[src/rtl/accum_bank_if.sv]
// Request, read-port and result signals of the multi-channel accumulator bank.
// The requester drives through "master"; the accumulator bank sits on "slave".
interface accum_bank_if #(
    parameter int WIDTH    = 32,
    parameter int CHANNELS = 4,
    parameter int CH_W     = 2
);
    logic                add;
    logic                clear;
    logic [CH_W-1:0]     ch;
    logic [WIDTH-1:0]    addend;
    logic [CH_W-1:0]     rd_ch;
    logic [WIDTH-1:0]    rd_data;
    logic [WIDTH-1:0]    sum;
    logic [CH_W-1:0]     sum_ch;
    logic                sum_valid;
    logic [CHANNELS-1:0] ovf;

    modport master (
        output add, clear, ch, addend, rd_ch,
        input  rd_data, sum, sum_ch, sum_valid, ovf
    );

    modport slave (
        input  add, clear, ch, addend, rd_ch,
        output rd_data, sum, sum_ch, sum_valid, ovf
    );
endinterface

[src/rtl/accum_bank.sv]
// Multi-channel signed accumulator bank: two-stage add pipeline, sticky per-channel overflow.
// Define ACC_SATURATE_EN to clamp on overflow instead of wrapping.
module accum_bank #(
    parameter int WIDTH    = 32,
    parameter int CHANNELS = 4,
    parameter int CH_W     = 2
) (
    input  logic        clk,
    input  logic        rst,
    accum_bank_if.slave bus
);
    localparam logic [31:0]      CH_LIM  = 32'(CHANNELS);
    localparam logic [WIDTH-1:0] SAT_MAX = {1'b0, {(WIDTH-1){1'b1}}};
    localparam logic [WIDTH-1:0] SAT_MIN = {1'b1, {(WIDTH-1){1'b0}}};

    logic                s1_valid;
    logic                s1_add;
    logic                s1_clear;
    logic [CH_W-1:0]     s1_ch;
    logic [WIDTH-1:0]    s1_addend;

    logic [WIDTH-1:0]    acc [CHANNELS];
    logic [CHANNELS-1:0] ovf_q;
    logic [WIDTH-1:0]    sum_q;
    logic [CH_W-1:0]     sum_ch_q;
    logic                sum_valid_q;
    logic [WIDTH-1:0]    rd_data_q;

    logic [WIDTH-1:0]    operand;
    logic [WIDTH-1:0]    raw_sum;
    logic                overflow;
    logic [WIDTH-1:0]    add_result;
    logic [WIDTH-1:0]    result;
    logic                req_ok;
    logic                rd_ok;

    // Write-back lands on the same edge that registers S2's result, so the array
    // already holds S2's fresh value when the next same-channel request reaches S2.
    always_comb begin
        operand    = acc[s1_ch];
        raw_sum    = operand + s1_addend;
        overflow   = (operand[WIDTH-1] == s1_addend[WIDTH-1]) &&
                     (raw_sum[WIDTH-1] != operand[WIDTH-1]);
`ifdef ACC_SATURATE_EN
        add_result = overflow ? (operand[WIDTH-1] ? SAT_MIN : SAT_MAX) : raw_sum;
`else
        add_result = raw_sum;
`endif
        result     = s1_clear ? s1_addend : add_result;
        req_ok     = (bus.add || bus.clear) && (32'(bus.ch) < CH_LIM);
        rd_ok      = 32'(bus.rd_ch) < CH_LIM;
    end

    always_ff @(posedge clk) begin
        if (rst) begin
            s1_valid    <= 1'b0;
            s1_add      <= 1'b0;
            s1_clear    <= 1'b0;
            s1_ch       <= '0;
            s1_addend   <= '0;
            for (int i = 0; i < CHANNELS; i++) acc[i] <= '0;
            ovf_q       <= '0;
            sum_q       <= '0;
            sum_ch_q    <= '0;
            sum_valid_q <= 1'b0;
            rd_data_q   <= '0;
        end else begin
            s1_valid    <= req_ok;
            s1_add      <= bus.add;
            s1_clear    <= bus.clear;
            s1_ch       <= bus.ch;
            s1_addend   <= bus.addend;
            sum_valid_q <= s1_valid && s1_add;
            rd_data_q   <= rd_ok ? acc[bus.rd_ch] : '0;

            if (s1_valid) begin
                if (s1_add) begin
                    acc[s1_ch] <= result;
                    sum_q      <= result;
                    sum_ch_q   <= s1_ch;
                end else begin
                    acc[s1_ch] <= '0;
                end
                if (s1_clear) begin
                    ovf_q[s1_ch] <= 1'b0;
                end else if (overflow) begin
                    ovf_q[s1_ch] <= 1'b1;
                end
            end
        end
    end

    assign bus.rd_data   = rd_data_q;
    assign bus.sum       = sum_q;
    assign bus.sum_ch    = sum_ch_q;
    assign bus.sum_valid = sum_valid_q;
    assign bus.ovf       = ovf_q;
endmodule

[src/flat_wrapper.sv]
// flat-port wrapper written by rule: the top's interface ports become plain ports
module accum_bank_flat 
#(
    parameter int WIDTH    = 32,
    parameter int CHANNELS = 4,
    parameter int CH_W     = 2
)
  (clk, rst, bus_add, bus_clear, bus_ch, bus_addend, bus_rd_ch, bus_rd_data, bus_sum, bus_sum_ch, bus_sum_valid, bus_ovf);
  accum_bank_if #(.WIDTH(WIDTH), .CHANNELS(CHANNELS), .CH_W(CH_W)) bus_i ();
  input  logic clk;
  input  logic rst;
  input wire logic [$bits(bus_i.add)-1:0] bus_add;
  input wire logic [$bits(bus_i.clear)-1:0] bus_clear;
  input wire logic [$bits(bus_i.ch)-1:0] bus_ch;
  input wire logic [$bits(bus_i.addend)-1:0] bus_addend;
  input wire logic [$bits(bus_i.rd_ch)-1:0] bus_rd_ch;
  output wire logic [$bits(bus_i.rd_data)-1:0] bus_rd_data;
  output wire logic [$bits(bus_i.sum)-1:0] bus_sum;
  output wire logic [$bits(bus_i.sum_ch)-1:0] bus_sum_ch;
  output wire logic [$bits(bus_i.sum_valid)-1:0] bus_sum_valid;
  output wire logic [$bits(bus_i.ovf)-1:0] bus_ovf;
  assign bus_i.add = bus_add;
  assign bus_i.clear = bus_clear;
  assign bus_i.ch = bus_ch;
  assign bus_i.addend = bus_addend;
  assign bus_i.rd_ch = bus_rd_ch;
  assign bus_rd_data = bus_i.rd_data;
  assign bus_sum = bus_i.sum;
  assign bus_sum_ch = bus_i.sum_ch;
  assign bus_sum_valid = bus_i.sum_valid;
  assign bus_ovf = bus_i.ovf;
  accum_bank #(.WIDTH(WIDTH), .CHANNELS(CHANNELS), .CH_W(CH_W)) u_core (.clk(clk), .rst(rst), .bus(bus_i));
endmodule
[config.mk]
export PLATFORM = sky130hd
export DESIGN_NAME = accum_bank_flat
export DESIGN_NICKNAME = d
export VERILOG_FILES = /design/src/rtl/accum_bank_if.sv /design/src/rtl/accum_bank.sv /design/src/flat_wrapper.sv
export SDC_FILE = /design/constraint.sdc
export NUM_CORES = 1
export LEC_CHECK = 0
export BUFFER_PORTS_ARGS = -buffer_cell sky130_fd_sc_hd__buf_2
export CAP_MARGIN = 30
export CORE_ASPECT_RATIO = 1.25
export CORE_MARGIN = 2
export CORE_UTILIZATION = 59
export CTS_CLUSTER_DIAMETER = 30
export DETAILED_ROUTE_END_ITERATION = 10
export PLACE_DENSITY = 0.86
export SETUP_SLACK_MARGIN = 0.5
export SYNTH_ARGS = -nofsm -noshare
export SYNTH_HDL_FRONTEND = slang
export SYNTH_SLANG_ARGS = --single-unit
export TNS_END_PERCENT = 30
[constraint.sdc]
create_clock -name clk -period 5.1 [get_ports clk]
set_clock_uncertainty 0.1 [all_clocks]
set_input_delay 0.51 -clock clk [delete_from_list [all_inputs] [get_ports clk]]
set_output_delay 0.51 -clock clk [all_outputs]
set_load 0.02 [all_outputs]
# Word-level counts from Yosys, hierarchy flattened
# Memory sizes are Yosys's and may differ from the RTL's. A register that Yosys moved wholly into a read port is not among the register bits.
# Index checks and enable logic that the tools add are counted.
[word_totals]
n_memories = 1
output_inout_bits = 71
inputBits = 40
ff_bits = 76
mem_bits_rw = 128
[op_classes]
n_addsub = 1
mux = 20
reduce_logical = 8
n_eq_ne = 2
n_lt_le_gt_ge = 2
bitwise_logic = 4
[mem_list]
columns = ["memory", "words", "word_bits", "read_ports", "rd_ports_with_merged_regs", "wr", "line", "rtl"]
rows = [
  ["u_core.acc", 4, 32, 2, 2, 4, "accum_bank.sv:22", "logic [WIDTH-1:0] acc [CHANNELS];"],
]
[ops]
columns = ["operator", "count"]
rows = [
  ["32-bit 2-to-1 mux", 3],
  ["32-bit adder", 1],
  ["32-bit OR reduction", 1],
  ["1-bit 2-to-1 mux", 12],
  ["4-bit 2-to-1 mux", 2],
  ["4-bit bitwise AND", 1],
  ["2-bit 2-to-1 mux", 2],
  ["4-bit inverter", 1],
  ["4-bit bitwise OR", 1],
  ["2-bit AND reduction", 2],
  ["1-bit logical AND", 3],
  ["2-bit by 3-bit less-than comparator with 1-bit output (second input constant)", 1],
  ["1-bit demux with 2-bit select", 1],
  ["2-bit by 1-bit greater-or-equal comparator with 1-bit output (second input constant)", 1],
  ["2-bit nonzero test", 1],
  ["1-bit equality test", 1],
  ["1-bit logical OR", 1],
  ["1-bit != test", 1],
  ["1-bit bitwise OR", 1],
]

# Longest topological paths before layout
[depth]
word_depth = 7
ltp_mapped = 14

# Worst setup path before layout
# OpenSTA, ideal clock, no wires.
[synth_path]
kind = "register to register"
start = "reg u_core.s1_ch[0]"
end = "mem u_core.acc[0][14] (data pin)"
path_stages_with_launch = 14
setup_time_ns = 0.265
setup_slack_ns = 1.034
t_arrival_ns = 3.701
synth_period_minus_slack_ns = 4.066
required_time_ns = 4.735
n_path_buf = 2
cell_sequence = "dfxtp_1 > clkbuf_1 > buf_1 > mux4_2 > ha_1 > fa_1 > a21o_1 > a221oi_4 > a211oi_1 > or2_2 > a311oi_1 > nor4_1 > o21ai_2 > nor2_1"
[synth_rtl]
columns = ["item", "line", "rtl"]
rows = [
  ["start, declared", "accum_bank.sv:19", "logic [CH_W-1:0] s1_ch;"],
  ["start signal, assigned", "accum_bank.sv:71", "s1_ch <= bus.ch;"],
  ["end, declared", "accum_bank.sv:22", ""],
]

==> results.sh <==
export IMPL_cts_root_buf="clkbuf_16"
export IMPL_die_area_um2=20100
export IMPL_yosys_area_top_type="edfxtp_1"
export IMPL_drt_iter0_drc=759
export IMPL_core_um2=18700
export IMPL_drive_above_1_share=0.260
export IMPL_grt_start_max_net_pins=50
export IMPL_dp_hpwl_mm=17.7
export IMPL_post_drt_wl_per_cell_um=21.3
export IMPL_final_max_slew_viol_count=0
export IMPL_layout_common_cells="edfxtp_1 (128), buf_2 (110), dfxtp_1 (106)"
export IMPL_nFillCells=1214
export IMPL_die_h_um=158
export IMPL_place_area_um2=12000
export IMPL_htreeDepth=2
export IMPL_cts_tree="yes"
export IMPL_viasPerCell=6.24
export IMPL_p_per_area_nw_per_um2=397
export IMPL_hold_worst_slack_ns=0.0966
export IMPL_setup_tns_ns=0
export IMPL_synthFlopType="edfxtp_1"
export IMPL_setup_ws_ns=0.841
export IMPL_area_growth_pct=18.6
export IMPL_cts_made_buffers=37
export IMPL_worstSetupPathType="flip-flop to flip-flop"
export IMPL_setup_viol=0
export IMPL_fin_crit_sh=0.835
export IMPL_regToRegEndpoint="u_core.acc[0][25]"
export IMPL_stdcell_count=1318
export IMPL_pre_cts_ws_ns=0.932
export IMPL_grt_ovfl_total=0
export IMPL_die_width_um=127
export IMPL_tightest_slew_ns=1.04
export IMPL_placementRows=56
export IMPL_endpoint="u_core.acc[0][25]"
export IMPL_final_area_um2=13300
export IMPL_synth_area_um2=11200
export IMPL_postRouteAntennaNets=0
export IMPL_netlist_instances=946
export IMPL_status="complete, no violations"
export IMPL_cp_start_kind="flip-flop"
export IMPL_wirelength_mm=28.0
export IMPL_cts_sinks=236
export IMPL_worstPathMaxFanout=27
export IMPL_clk_pin_slew_ns=0.06
export IMPL_synth_cell_types=69
export IMPL_r2r_cells=10
export IMPL_remaining_drc_errors=0
export IMPL_fin_crit_ns=4.26
export IMPL_fmax_mhz=235
export IMPL_dp_cells=1250
export IMPL_start_util=0.599
export IMPL_cts_setup_buffers=0
export IMPL_synth_seq_cells=236
export IMPL_clock_path_buffers=3
export IMPL_syn_nets=1018
export IMPL_cts_resized=0
export IMPL_synthTopCellsByArea="edfxtp_1 (34%), dfxtp_1 (19%), mux4_2 (13%)"
export IMPL_antennaDiodeCount=0
export IMPL_avgSynthCellArea_um2=11.8
export IMPL_insertion_delay_ns=0.52
export IMPL_hold_viol=0
export IMPL_yosys_warnings=0
export IMPL_hold_class="primary input to flip-flop"
export IMPL_yosys_area_top_type_share=0.343
export IMPL_routed_via_count=8222
export IMPL_total_power_mw=5.28
export IMPL_critPathArrivalTime_ns=4.39
export IMPL_numPortBuffers=110
export IMPL_final_common_cell="edfxtp_1"
export IMPL_grt_usage=0.286
export IMPL_rrSetupSlack_ns=0.84
export IMPL_antenna_found_initial=0
export IMPL_fin_nets=1129
export IMPL_relSlewSlack=0.305
export IMPL_required_ns=5.23
export IMPL_synth_edff_count=128
export IMPL_first_global_vias=8320
export IMPL_seq_area_frac_synth=0.536
export IMPL_r2r_start="u_core.s1_ch[1]"
export IMPL_async_flop_share=0
export IMPL_final_util=0.710
export IMPL_io_pins=111
export IMPL_rsz0062_at_grt="false"
export IMPL_postCtsHoldBufs=0
export IMPL_gp_congestion=0.944
export IMPL_p_leak_nw=5.66
export IMPL_cap_violations=0
export IMPL_crit_start="u_core.s1_ch[1]"
export IMPL_drtPass1Iterations=5
export IMPL_grt_pass1_wl_mm=43.5
export IMPL_irDropWorstVdd_v=0.000254
export IMPL_crit_path_end_kind="flip-flop"
-- sequential cells by signal (all words and copies together), names as in the netlist, named ones only --
name,flops
u_core.acc,128
u_core.bus.sum,32
u_core.s1_valid,1
u_core.s1_add,1
u_core.bus.sum_ch,2
u_core.s1_ch,2
u_core.bus.sum_valid,1
u_core.s1_addend,32
u_core.bus.rd_data,32
u_core.s1_clear,1
-- layout make-up --
type,count,area (um^2),area share
Clock buffer,49,1110,0.0833
Multi-Input combinational cell,628,4900,0.369
Timing Repair Buffer,127,716,0.0539
Inverter,27,101,0.00763
Tap cell,232,290,0.0218
Clock inverter,19,164,0.0123
Sequential cell,236,6010,0.452
-- where the power goes --
| group | internal (mW) | switching, mW |
|---|---|---|
| Sequential | 2.10 | 0.0563 |
| Combinational | 0.243 | 0.366 |
| Clock | 1.57 | 0.943 |
| Total | 3.91 | 1.37 |
-- cell families after synthesis --
family | Yosys count | share of synthesized area
and+or+nand+nor | 341 | 0.144
DFF | 236 | 0.536
AOI/OAI and AO/OA | 159 | 0.0998
buffers and inverters | 82 | 0.0279
muxes | 75 | 0.139
adders and majority gates | 32 | 0.0364
xor gates and xnor gates | 21 | 0.0171
-- worst max-delay path, cell delays in order, from the launching register on --
cell and delay (ns):
dfxtp_2 0.88, buf_4 0.39, mux4_2 0.35, ha_1 0.39, nand2_1 0.12, nor3_1 0.43, a21boi_1 0.41, o21ai_0 0.23
xnor2_1 0.17, mux2i_1 0.38, nor2_1 0.12
-- synthesized netlist by cell type (all sizes together) (6+ instances only) --
cell type  count
nor2         104
and2          36
dfxtp        108
edfxtp       128
a31oi          6
ha            31
mux2i          9
buf           11
and3          11
inv           27
nand4          9
mux4          64
nand3         10
nor3          10
nor2b         41
a211oi        10
xor2          10
a21oi         36
nand2        105
clkbuf        44
o211ai        11
o21ai         38
a21o          18
xnor2         11
-- worst min path at each step --
stage,depth (start not counted),slack [ns],start,end
after detailed placement,2,0.33,u_core.bus.sum[13],u_core.bus.sum[13]
after global placement,2,0.33,u_core.bus.sum[3],u_core.bus.sum[3]
after global routing,2,0.11,bus_addend[23],u_core.s1_addend[23]
final,2,0.1,bus_addend[24],u_core.s1_addend[24]
after floorplan,2,0.40,u_core.s1_addend[30],u_core.bus.sum[30]
after CTS,2,0.09,bus_addend[23],u_core.s1_addend[23]
-- routing by layer --
layer	up-vias	track usage	wire length, um
li1	3712	-	-
met1	3968	0.332	9800
met2	444	0.500	14400
met3	98	0.0517	2620
met4	0	0.164	1250
met5	-	0	0
Note: power is estimated with default switching activity, not from simulation.
